## config.mk

```make
export PLATFORM = sky130hd
export DESIGN_NAME = panda_pc_ctrl_flat
export DESIGN_NICKNAME = d
export VERILOG_FILES = /design/src/rtl/panda_pkg.sv /design/src/rtl/panda_pc_ctrl_if.sv /design/src/rtl/panda_pc_arbiter.sv /design/src/rtl/panda_pc_ctrl.sv /design/src/flat_wrapper.sv
export SDC_FILE = /design/constraint.sdc
export NUM_CORES = 1
export LEC_CHECK = 0
export CAP_MARGIN = 5
export CORE_MARGIN = 4
export CORE_UTILIZATION = 47
export CTS_CLUSTER_DIAMETER = 50
export DETAILED_ROUTE_END_ITERATION = 8
export MAX_ROUTING_LAYER = met4
export PLACE_DENSITY = 0.81
export SETUP_SLACK_MARGIN = 0.1
export SLEW_MARGIN = 20
export SYNTH_ARGS = -nofsm -noshare
export SYNTH_HDL_FRONTEND = slang
export SYNTH_SLANG_ARGS = --single-unit
export TNS_END_PERCENT = 10
```

## constraint.sdc

```tcl
create_clock -name clk_i -period 2 [get_ports clk_i]
set_input_delay 0.2 -clock clk_i [delete_from_list [all_inputs] [get_ports clk_i]]
set_output_delay 0.2 -clock clk_i [all_outputs]
set_load 0.02 [all_outputs]
```

## src/rtl/panda_pkg.sv

```systemverilog
//------------------------------------------------------------------------------
// Module  : panda_pkg
// Brief   : Shared constants and helpers for the Panda Core PC controller.
//           Optional feature macro: PANDA_PC_COMPRESSED_EN.
// Revision: 1.0
//------------------------------------------------------------------------------
`default_nettype none

package panda_pkg;

    localparam int PcIncStd           = 4;
    localparam int PcIncComp          = 2;
    localparam int ResetVectorDefault = 0;

    // Low-address bits that must be zero in a legal fetch target.
    function automatic logic [1:0] align_low_mask(input logic comp_en);
        return comp_en ? 2'b01 : 2'b11;
    endfunction

endpackage

`default_nettype wire

```

## src/rtl/panda_pc_ctrl_if.sv

```systemverilog
//------------------------------------------------------------------------------
// Module  : panda_pc_ctrl_if
// Brief   : Stall/redirect request bundle and PC outputs of the fetch PC
//           controller. Macro PANDA_PC_COMPRESSED_EN adds compressed_i.
// Revision: 1.0
//------------------------------------------------------------------------------
`default_nettype none

interface panda_pc_ctrl_if #(
    parameter int Width       = 32,
    parameter int NumRedirect = 2
);

    logic                                stall_i;
    logic [NumRedirect-1:0]              redirect_valid_i;
    logic [NumRedirect-1:0][Width-1:0]   redirect_target_i;
`ifdef PANDA_PC_COMPRESSED_EN
    logic                                compressed_i;
`endif
    logic [Width-1:0]                    pc_o;
    logic [Width-1:0]                    pc_inc_o;
    logic                                pending_o;
    logic                                misaligned_o;

    modport master (
        output stall_i, redirect_valid_i, redirect_target_i,
`ifdef PANDA_PC_COMPRESSED_EN
        output compressed_i,
`endif
        input  pc_o, pc_inc_o, pending_o, misaligned_o
    );

    modport slave (
        input  stall_i, redirect_valid_i, redirect_target_i,
`ifdef PANDA_PC_COMPRESSED_EN
        input  compressed_i,
`endif
        output pc_o, pc_inc_o, pending_o, misaligned_o
    );

endinterface

`default_nettype wire

```

## src/rtl/panda_pc_arbiter.sv

```systemverilog
//------------------------------------------------------------------------------
// Module  : panda_pc_arbiter
// Brief   : Fixed-priority redirect select; channel 0 has highest priority.
// Revision: 1.0
//------------------------------------------------------------------------------
`default_nettype none

module panda_pc_arbiter #(
    parameter int Width       = 32,
    parameter int NumRedirect = 2
) (
    input  wire logic [NumRedirect-1:0]            valid,
    input  wire logic [NumRedirect-1:0][Width-1:0] targets,
    output logic                                   any_valid,
    output logic [Width-1:0]                       sel_target
);

    // Scanning from the top down lets the lowest asserted index land last.
    always_comb begin
        sel_target = '0;
        for (int i = NumRedirect - 1; i >= 0; i--) begin
            if (valid[i]) begin
                sel_target = targets[i];
            end
        end
    end

    assign any_valid = |valid;

endmodule

`default_nettype wire

```

## src/rtl/panda_pc_ctrl.sv

```systemverilog
//------------------------------------------------------------------------------
// Module  : panda_pc_ctrl
// Brief   : Fetch-stage PC register with prioritised redirects, stall-time
//           pending capture and misalignment reporting.
//           Macro PANDA_PC_COMPRESSED_EN enables 16-bit instruction support.
// Revision: 1.0
//------------------------------------------------------------------------------
`default_nettype none

module panda_pc_ctrl
    import panda_pkg::*;
#(
    parameter int Width       = 32,
    parameter int NumRedirect = 2,
    parameter logic [Width-1:0] ResetVector = Width'(ResetVectorDefault)
) (
    input  wire logic        clk_i,
    input  wire logic        rst_ni,
    panda_pc_ctrl_if.slave   bus
);

`ifdef PANDA_PC_COMPRESSED_EN
    localparam logic c_comp_en = 1'b1;
`else
    localparam logic c_comp_en = 1'b0;
`endif
    localparam logic [1:0] c_low_mask = align_low_mask(c_comp_en);

    logic [Width-1:0] r_pc;
    logic [Width-1:0] r_pend_target;
    logic             r_pend_valid;
    logic             r_misaligned;

    logic             w_any_valid;
    logic [Width-1:0] w_sel_target;
    logic [Width-1:0] w_inc;
    logic [Width-1:0] w_pc_inc;
    logic             w_apply;
    logic [Width-1:0] w_raw_target;
    logic [Width-1:0] w_aligned_target;
    logic             w_target_misaligned;

    panda_pc_arbiter #(
        .Width       (Width),
        .NumRedirect (NumRedirect)
    ) u_arbiter (
        .valid      (bus.redirect_valid_i),
        .targets    (bus.redirect_target_i),
        .any_valid  (w_any_valid),
        .sel_target (w_sel_target)
    );

`ifdef PANDA_PC_COMPRESSED_EN
    assign w_inc = bus.compressed_i ? Width'(PcIncComp) : Width'(PcIncStd);
`else
    assign w_inc = Width'(PcIncStd);
`endif
    assign w_pc_inc = r_pc + w_inc;

    // A live redirect always beats a pending one; pending is only consulted
    // when no channel is asserted in the release cycle.
    assign w_apply             = w_any_valid || r_pend_valid;
    assign w_raw_target        = w_any_valid ? w_sel_target : r_pend_target;
    assign w_aligned_target    = {w_raw_target[Width-1:2], w_raw_target[1:0] & ~c_low_mask};
    assign w_target_misaligned = |(w_raw_target[1:0] & c_low_mask);

    always_ff @(posedge clk_i) begin
        if (!rst_ni) begin
            r_pc          <= ResetVector;
            r_pend_target <= '0;
            r_pend_valid  <= 1'b0;
            r_misaligned  <= 1'b0;
        end else if (bus.stall_i) begin
            r_misaligned <= 1'b0;
            if (w_any_valid) begin
                r_pend_target <= w_sel_target;
                r_pend_valid  <= 1'b1;
            end
        end else begin
            r_pend_valid <= 1'b0;
            if (w_apply) begin
                r_pc         <= w_aligned_target;
                r_misaligned <= w_target_misaligned;
            end else begin
                r_pc         <= w_pc_inc;
                r_misaligned <= 1'b0;
            end
        end
    end

    assign bus.pc_o         = r_pc;
    assign bus.pc_inc_o     = w_pc_inc;
    assign bus.pending_o    = r_pend_valid;
    assign bus.misaligned_o = r_misaligned;

endmodule

`default_nettype wire

```

## src/flat_wrapper.sv

```systemverilog
// flat-port wrapper written by rule: the top's interface ports become plain ports
module panda_pc_ctrl_flat import panda_pkg::*;
#(
    parameter int Width       = 32,
    parameter int NumRedirect = 2,
    parameter logic [Width-1:0] ResetVector = Width'(ResetVectorDefault)
)
  (clk_i, rst_ni, bus_stall_i, bus_redirect_valid_i, bus_redirect_target_i, bus_pc_o, bus_pc_inc_o, bus_pending_o, bus_misaligned_o);
  panda_pc_ctrl_if #(.Width(Width), .NumRedirect(NumRedirect)) bus_i ();
  input  wire logic clk_i;
  input  wire logic rst_ni;
  input wire logic [$bits(bus_i.stall_i)-1:0] bus_stall_i;
  input wire logic [$bits(bus_i.redirect_valid_i)-1:0] bus_redirect_valid_i;
  input wire logic [$bits(bus_i.redirect_target_i)-1:0] bus_redirect_target_i;
  output wire logic [$bits(bus_i.pc_o)-1:0] bus_pc_o;
  output wire logic [$bits(bus_i.pc_inc_o)-1:0] bus_pc_inc_o;
  output wire logic [$bits(bus_i.pending_o)-1:0] bus_pending_o;
  output wire logic [$bits(bus_i.misaligned_o)-1:0] bus_misaligned_o;
  assign bus_i.stall_i = bus_stall_i;
  assign bus_i.redirect_valid_i = bus_redirect_valid_i;
  assign bus_i.redirect_target_i = bus_redirect_target_i;
  assign bus_pc_o = bus_i.pc_o;
  assign bus_pc_inc_o = bus_i.pc_inc_o;
  assign bus_pending_o = bus_i.pending_o;
  assign bus_misaligned_o = bus_i.misaligned_o;
  panda_pc_ctrl #(.Width(Width), .NumRedirect(NumRedirect), .ResetVector(ResetVector)) u_core (.clk_i(clk_i), .rst_ni(rst_ni), .bus(bus_i));
endmodule
```

# After elaboration in Yosys (flattened, before gate mapping)
# Cells that the tools add are included.
[totals]
input_bits = 69
elab_cells = 16
out_inout_bits = 66
regBits = 66
[classes]
n_mux = 4
n_bitwise = 2
n_addsub = 1
n_reduce_logical = 5
[ops]
columns = ["operator", "count"]
rows = [
  ["$mux W32", 4],
  ["$add A32 B3 Y32 const B", 1],
  ["$reduce_or A2 Y1", 2],
  ["$reduce_or A3 Y1", 1],
  ["$not A1 Y1", 2],
  ["$reduce_and A2 Y1", 1],
  ["$logic_or A1 B1 Y1", 1],
]

# Longest topological paths before layout
[depth]
ltp_word = 4
depth_mapped = 7

# Hierarchy
# From an unflattened synthesis, not the netlist that was laid out.
[unflattened]
hier_cells = 537
hier_area_um2 = 4212.8
[by_module_without_submodules]
columns = ["mod", "instances", "area_per_inst_um2", "cells_each", "seq_area_each_um2"]
rows = [
  ["panda_pc_ctrl", 1, 3844.9, 492, 1281.2],
  ["panda_pc_arbiter", 1, 367.9, 45, 0.0],
]

# Least setup slack after synthesis
# OpenSTA, ideal clock, no wires.
[synth_path]
kind = "flip-flop to output port"
startpoint = "register u_core.r_pc[2] (netlist: u_core.bus.pc_o[2])"
endpoint = "output port bus_pc_inc_o[20]"
stages_incl_launch_ff = 7
arrival_time_ns = 1.928
setup_slack_ns = -0.128
t_required_ns = 1.800
n_path_buf = 0
path_cell_list = "dfxtp_1 -> ha_1 -> nand3_1 -> nor2_2 -> nand3_1 -> nor2_1 -> xor2_1"
[synth_between]
elab_chain_len = 1
[synth_lines]
columns = ["element", "line_no", "text"]
rows = [
  ["start, declared", "panda_pc_ctrl.sv:29", "logic [Width-1:0] r_pc;"],
  ["start signal, assigned", "panda_pc_ctrl.sv:69", "r_pc <= ResetVector;"],
  ["start signal, assigned", "panda_pc_ctrl.sv:82", "r_pc <= w_aligned_target;"],
  ["start signal, assigned", "panda_pc_ctrl.sv:85", "r_pc <= w_pc_inc;"],
  ["$add A32 B3 Y32", "panda_pc_ctrl.sv:58", "assign w_pc_inc = r_pc + w_inc;"],
  ["end, declared", "flat_wrapper.sv:16", "output wire logic [$bits(bus_i.pc_inc_o)-1:0] bus_pc_inc_o;"],
]
# No other way between the ends.

# Final worst setup path
[layout_path]
startpoint = "register u_core.r_pc[5] (netlist: u_core.bus.pc_o[5])"
endpoint = "output port bus_pc_inc_o[29]"
# Same word-level chain as after synthesis.

==> qor.csv <==
stage,metric,value,unit
grt,grt_pass1_vias,4714,
setup_path,crit_fanout,5,
power,comb_power_share,27.3,%
place,port_buffers,130,
grt,grt_max_degree,47,
setup_path,critPathKind,reg2out,
floorplanning,core_area,8382,um2
power,p_leak,2.789,nW
synth,syn_area,4143,um2
synth,ys_top_cells_by_area,"dfxtp_1 31%, mux2i_1 13%, o21ai_0 6.2%, nand2_1 6.2%, nor2_1 4.3%",
power,total_power,3.771,mW
clock_network,clock_latency,0.35,ns
synth,synth_seq_area_share,30.93,%
timing,tightest_slew,0.5126,ns
timing,relSlewSlack,65.47,%
final_layout,multi_input_area,2833,um2
floorplanning,dieArea,10380,um2
clock_network,root_buffer,clkbuf_8,
power,pwr-share-clk,34.9,%
timing,timing.final.crit_period,2.100,ns
timing,slew_viol_final,0,
final_layout,drive_gt1_share,25.72,%
final_layout,seqCellArea,1315,um2
synth,synthArstFlopShare,0,%
power,p_sw_share,29.33,%
status,violations,setup timing,
timing,hold_violations,0,
setup_path,r2r_cells,4,
timing,finClkSkew,0.008787,ns
timing,max_freq,476.2,MHz
synth,ys.flop_type,dfxtp_1,
timing,worst_hold_slack,0.2980,ns
grt,grt_pass1_wl,23090,um
timing,rsz0062_at_grt,true,
power,power_frac_seq,37.7,%
synth,avgSynthCellArea,7.715,um2
worst_hold_path,min_from,bus_stall_i,
setup_path,crit_end,bus_pc_inc_o[29],
setup_path,end_kind,primary output,
setup_path,critPathLaunch,u_core.bus.pc_o[5],
timing,setup_slack,-0.1000,ns
grt,antenna_found_initial,0,
final_layout,diodes,0,
synth,yosysUniqueCellTypes,49,
grt,grt-ovfl-total,0,
synth,yosysWarnings,0,
detailed_routing,dr.pass1.iters,5,
final_layout,area_growth,56.75,%
clock_network,h-tree-depth,3,
place,dp_hpwl,10860,um
floorplanning,dieWidth,101.9,um
synth,synth-seq-cells,64,
clock_network,ctsHoldBuffers,0,
worst_hold_path,hp-class,in2reg,
floorplanning,initial_core_util,49.43,%
detailed_routing,ant_nets,0,
power,p_switching,1.106,mW
clock_network,cts_tree,done,
detailed_routing,viasPerCell,5.839,
final_layout,fillCellCount,617,
setup_path,rr_startpoint,u_core.bus.pending_o,
floorplanning,rows,33,
place,routabilityCongestion,0.9261,
synth,synth_edf_count,0,
synth,synth_area_leader_cell,dfxtp_1,
detailed_routing,vias,4858,
place,numPlacedInstances,815,
power,power.density,580.7,nW/um2
clock_network,numCtsBuffers,9,
run,max_cap_viol_count,0,
clock_network,clock_sinks,64,
synth,synthCells,537,
detailed_routing,drc,0,
final_layout,post-route-util,77.47,%
floorplanning,die_height,101.9,um
final_layout,stdcell_count,832,
floorplanning,io_pins,135,
timing,post-route-period-util,105.0,%
timing,setup_viol,7,
setup_path,cp_data_arrival_time,1.90,ns
synth,yosysTopAreaCellShare,30.93,%
setup_path,critPathLaunchType,flop,
final_layout,nets,792,
setup_path,worst_r2r_endpoint,u_core.bus.pc_o[24],
power,max-vdd-ir-drop,423.0,uV
setup_path,reg2reg_setup_slack,0.20,ns
clock_network,path_clk_slew,0.08,ns
detailed_routing,wl_per_cell,17.83,um
detailed_routing,drt_iter0_markers,355,
setup_path,cp.required,1.80,ns
power,internal-power,2.665,mW
clock_network,cts_buffer_depth,2,
detailed_routing,drt_wl_total,14830,um
grt,grtUsageTotal,28.96,%
status,outcome,finished with violations,
[state kept, by name, summed over array words and instances, names as in the netlist]
signal and count:
u_core.bus.misaligned_o 1, u_core.bus.pending_o 1, u_core.bus.pc_o 30, u_core.r_pend_target 32
[metrics by stage]
step,setup TNS (ns),setup WS [ns],instance area (um2)
after CTS,-0.7062,-0.1410,6436
after detailed placement,-2.792,-0.2597,6113
final,-0.2634,-0.1000,6494
after global placement,-2.111,-0.1918,6113
after global routing,-1.104,-0.1492,6494
after floorplan,0,0.05413,4199
[timing repair]
| action | 4_1_cts | 5_1_grt |
|---|---|---|
| resized for setup | 142 | 45 |
| hold endpoints to repair | 0 | 0 |
| endpoints found under the setup margin | 28 | 27 |
| buffers inserted | 1 | 0 |
| pin swaps | 9 | 16 |
[cell families (layout without fill, tap and decap cells)]
kind of cell | count (synthesis) | count (layout) | synth area share, %
flops | 64 | 64 | 30.93
other cells | 1 | 4 | 0.09052
mux | 57 | 57 | 13.86
xor+xnor | 28 | 28 | 5.920
simple gates | 206 | 206 | 24.67
fa+ha+maj | 1 | 1 | 0.3020
compound gates | 126 | 126 | 18.21
buf+inv | 54 | 241 | 6.010
[synth_stat cells (5+ instances only)]
cell type  instances
nor2_1            48
a32oi_1            6
o221ai_1           5
clkbuf_1          23
dfxtp_1           64
o31a_1             7
and3_1             5
buf_4              5
xor2_1            12
nand4_1           13
nor3_1             6
mux2i_1           54
buf_2             15
or3_1              8
nand2_1           68
o21ai_0           51
buf_1              5
xnor2_1           16
a21oi_1           31
and4_1             5
nand3_1           30
o22ai_1           10
[how the worst min path moves through the flow]
| stage | end | slack (ns) | depth (start not counted) |
|---|---|---|---|
| final | u_core.r_pend_target[20] | 0.30 | 2 |
| after global routing | u_core.r_pend_target[22] | 0.32 | 2 |
| after CTS | u_core.r_pend_target[20] | 0.29 | 2 |
| after detailed placement | u_core.r_pend_target[25] | 0.48 | 2 |
| after global placement | u_core.r_pend_target[29] | 0.47 | 2 |
| after floorplan | u_core.r_pend_target[20] | 0.40 | 2 |
[power by group through the flow]
stage	sequential [mW]	combinational [mW]	clock, mW
after floorplan	1.50	0.457	0
after global placement	1.44	1.01	0
after detailed placement	1.44	1.03	0
after CTS	1.42	1.02	1.33
after global routing	1.43	1.11	1.38
final	1.42	1.03	1.32
[worst max-delay path: stages (launching register included)]
cell and delay (ns):
dfxtp_4 0.39, nand4_1 0.18, nor2_2 0.20, buf_4 0.15, nand3_1 0.14, xnor2_1 0.19
clkdlybuf4s15_1 0.33
[routing by layer]
layer | global-route usage, % | vias up | share of wire, %
met4 | 9.485 | 0 | 1.9
met5 | - | - | 0
li1 | - | 2299 | -
met2 | 49.25 | 215 | 51
met3 | 4.915 | 28 | 7.2
met1 | 34.93 | 2316 | 40
[layout make-up]
type | instances | area share (%)
Inverter | 4 | 0.2312
Clock buffer | 14 | 2.659
Tap cell | 105 | 2.023
Timing Repair Buffer | 221 | 30.29
Sequential cell | 64 | 20.25
Clock inverter | 2 | 0.9249
Multi-Input combinational cell | 422 | 43.62
[cell usage in the layout, fill, tap and decap left out, drive strengths merged, types with 4 or more instances in the layout]
| master | instances |
|---|---|
| buf | 117 |
| clkdlybuf4s50 | 99 |
| nand2 | 68 |
| dfxtp | 64 |
| mux2i | 54 |
| o21ai | 51 |
| nor2 | 50 |
| a21oi | 31 |
| nand3 | 30 |
| xnor2 | 16 |
| nand4 | 14 |
| clkbuf | 14 |
| xor2 | 12 |
| o22ai | 10 |
| or3 | 8 |
| o31a | 7 |
| nor4 | 7 |
| a32oi | 6 |
| nor3 | 6 |
| o221ai | 5 |
| and4 | 5 |
| and3 | 5 |
| and2 | 4 |
| a31oi | 4 |
| conb | 4 |
Note: power is estimated with default switching activity, not from simulation.
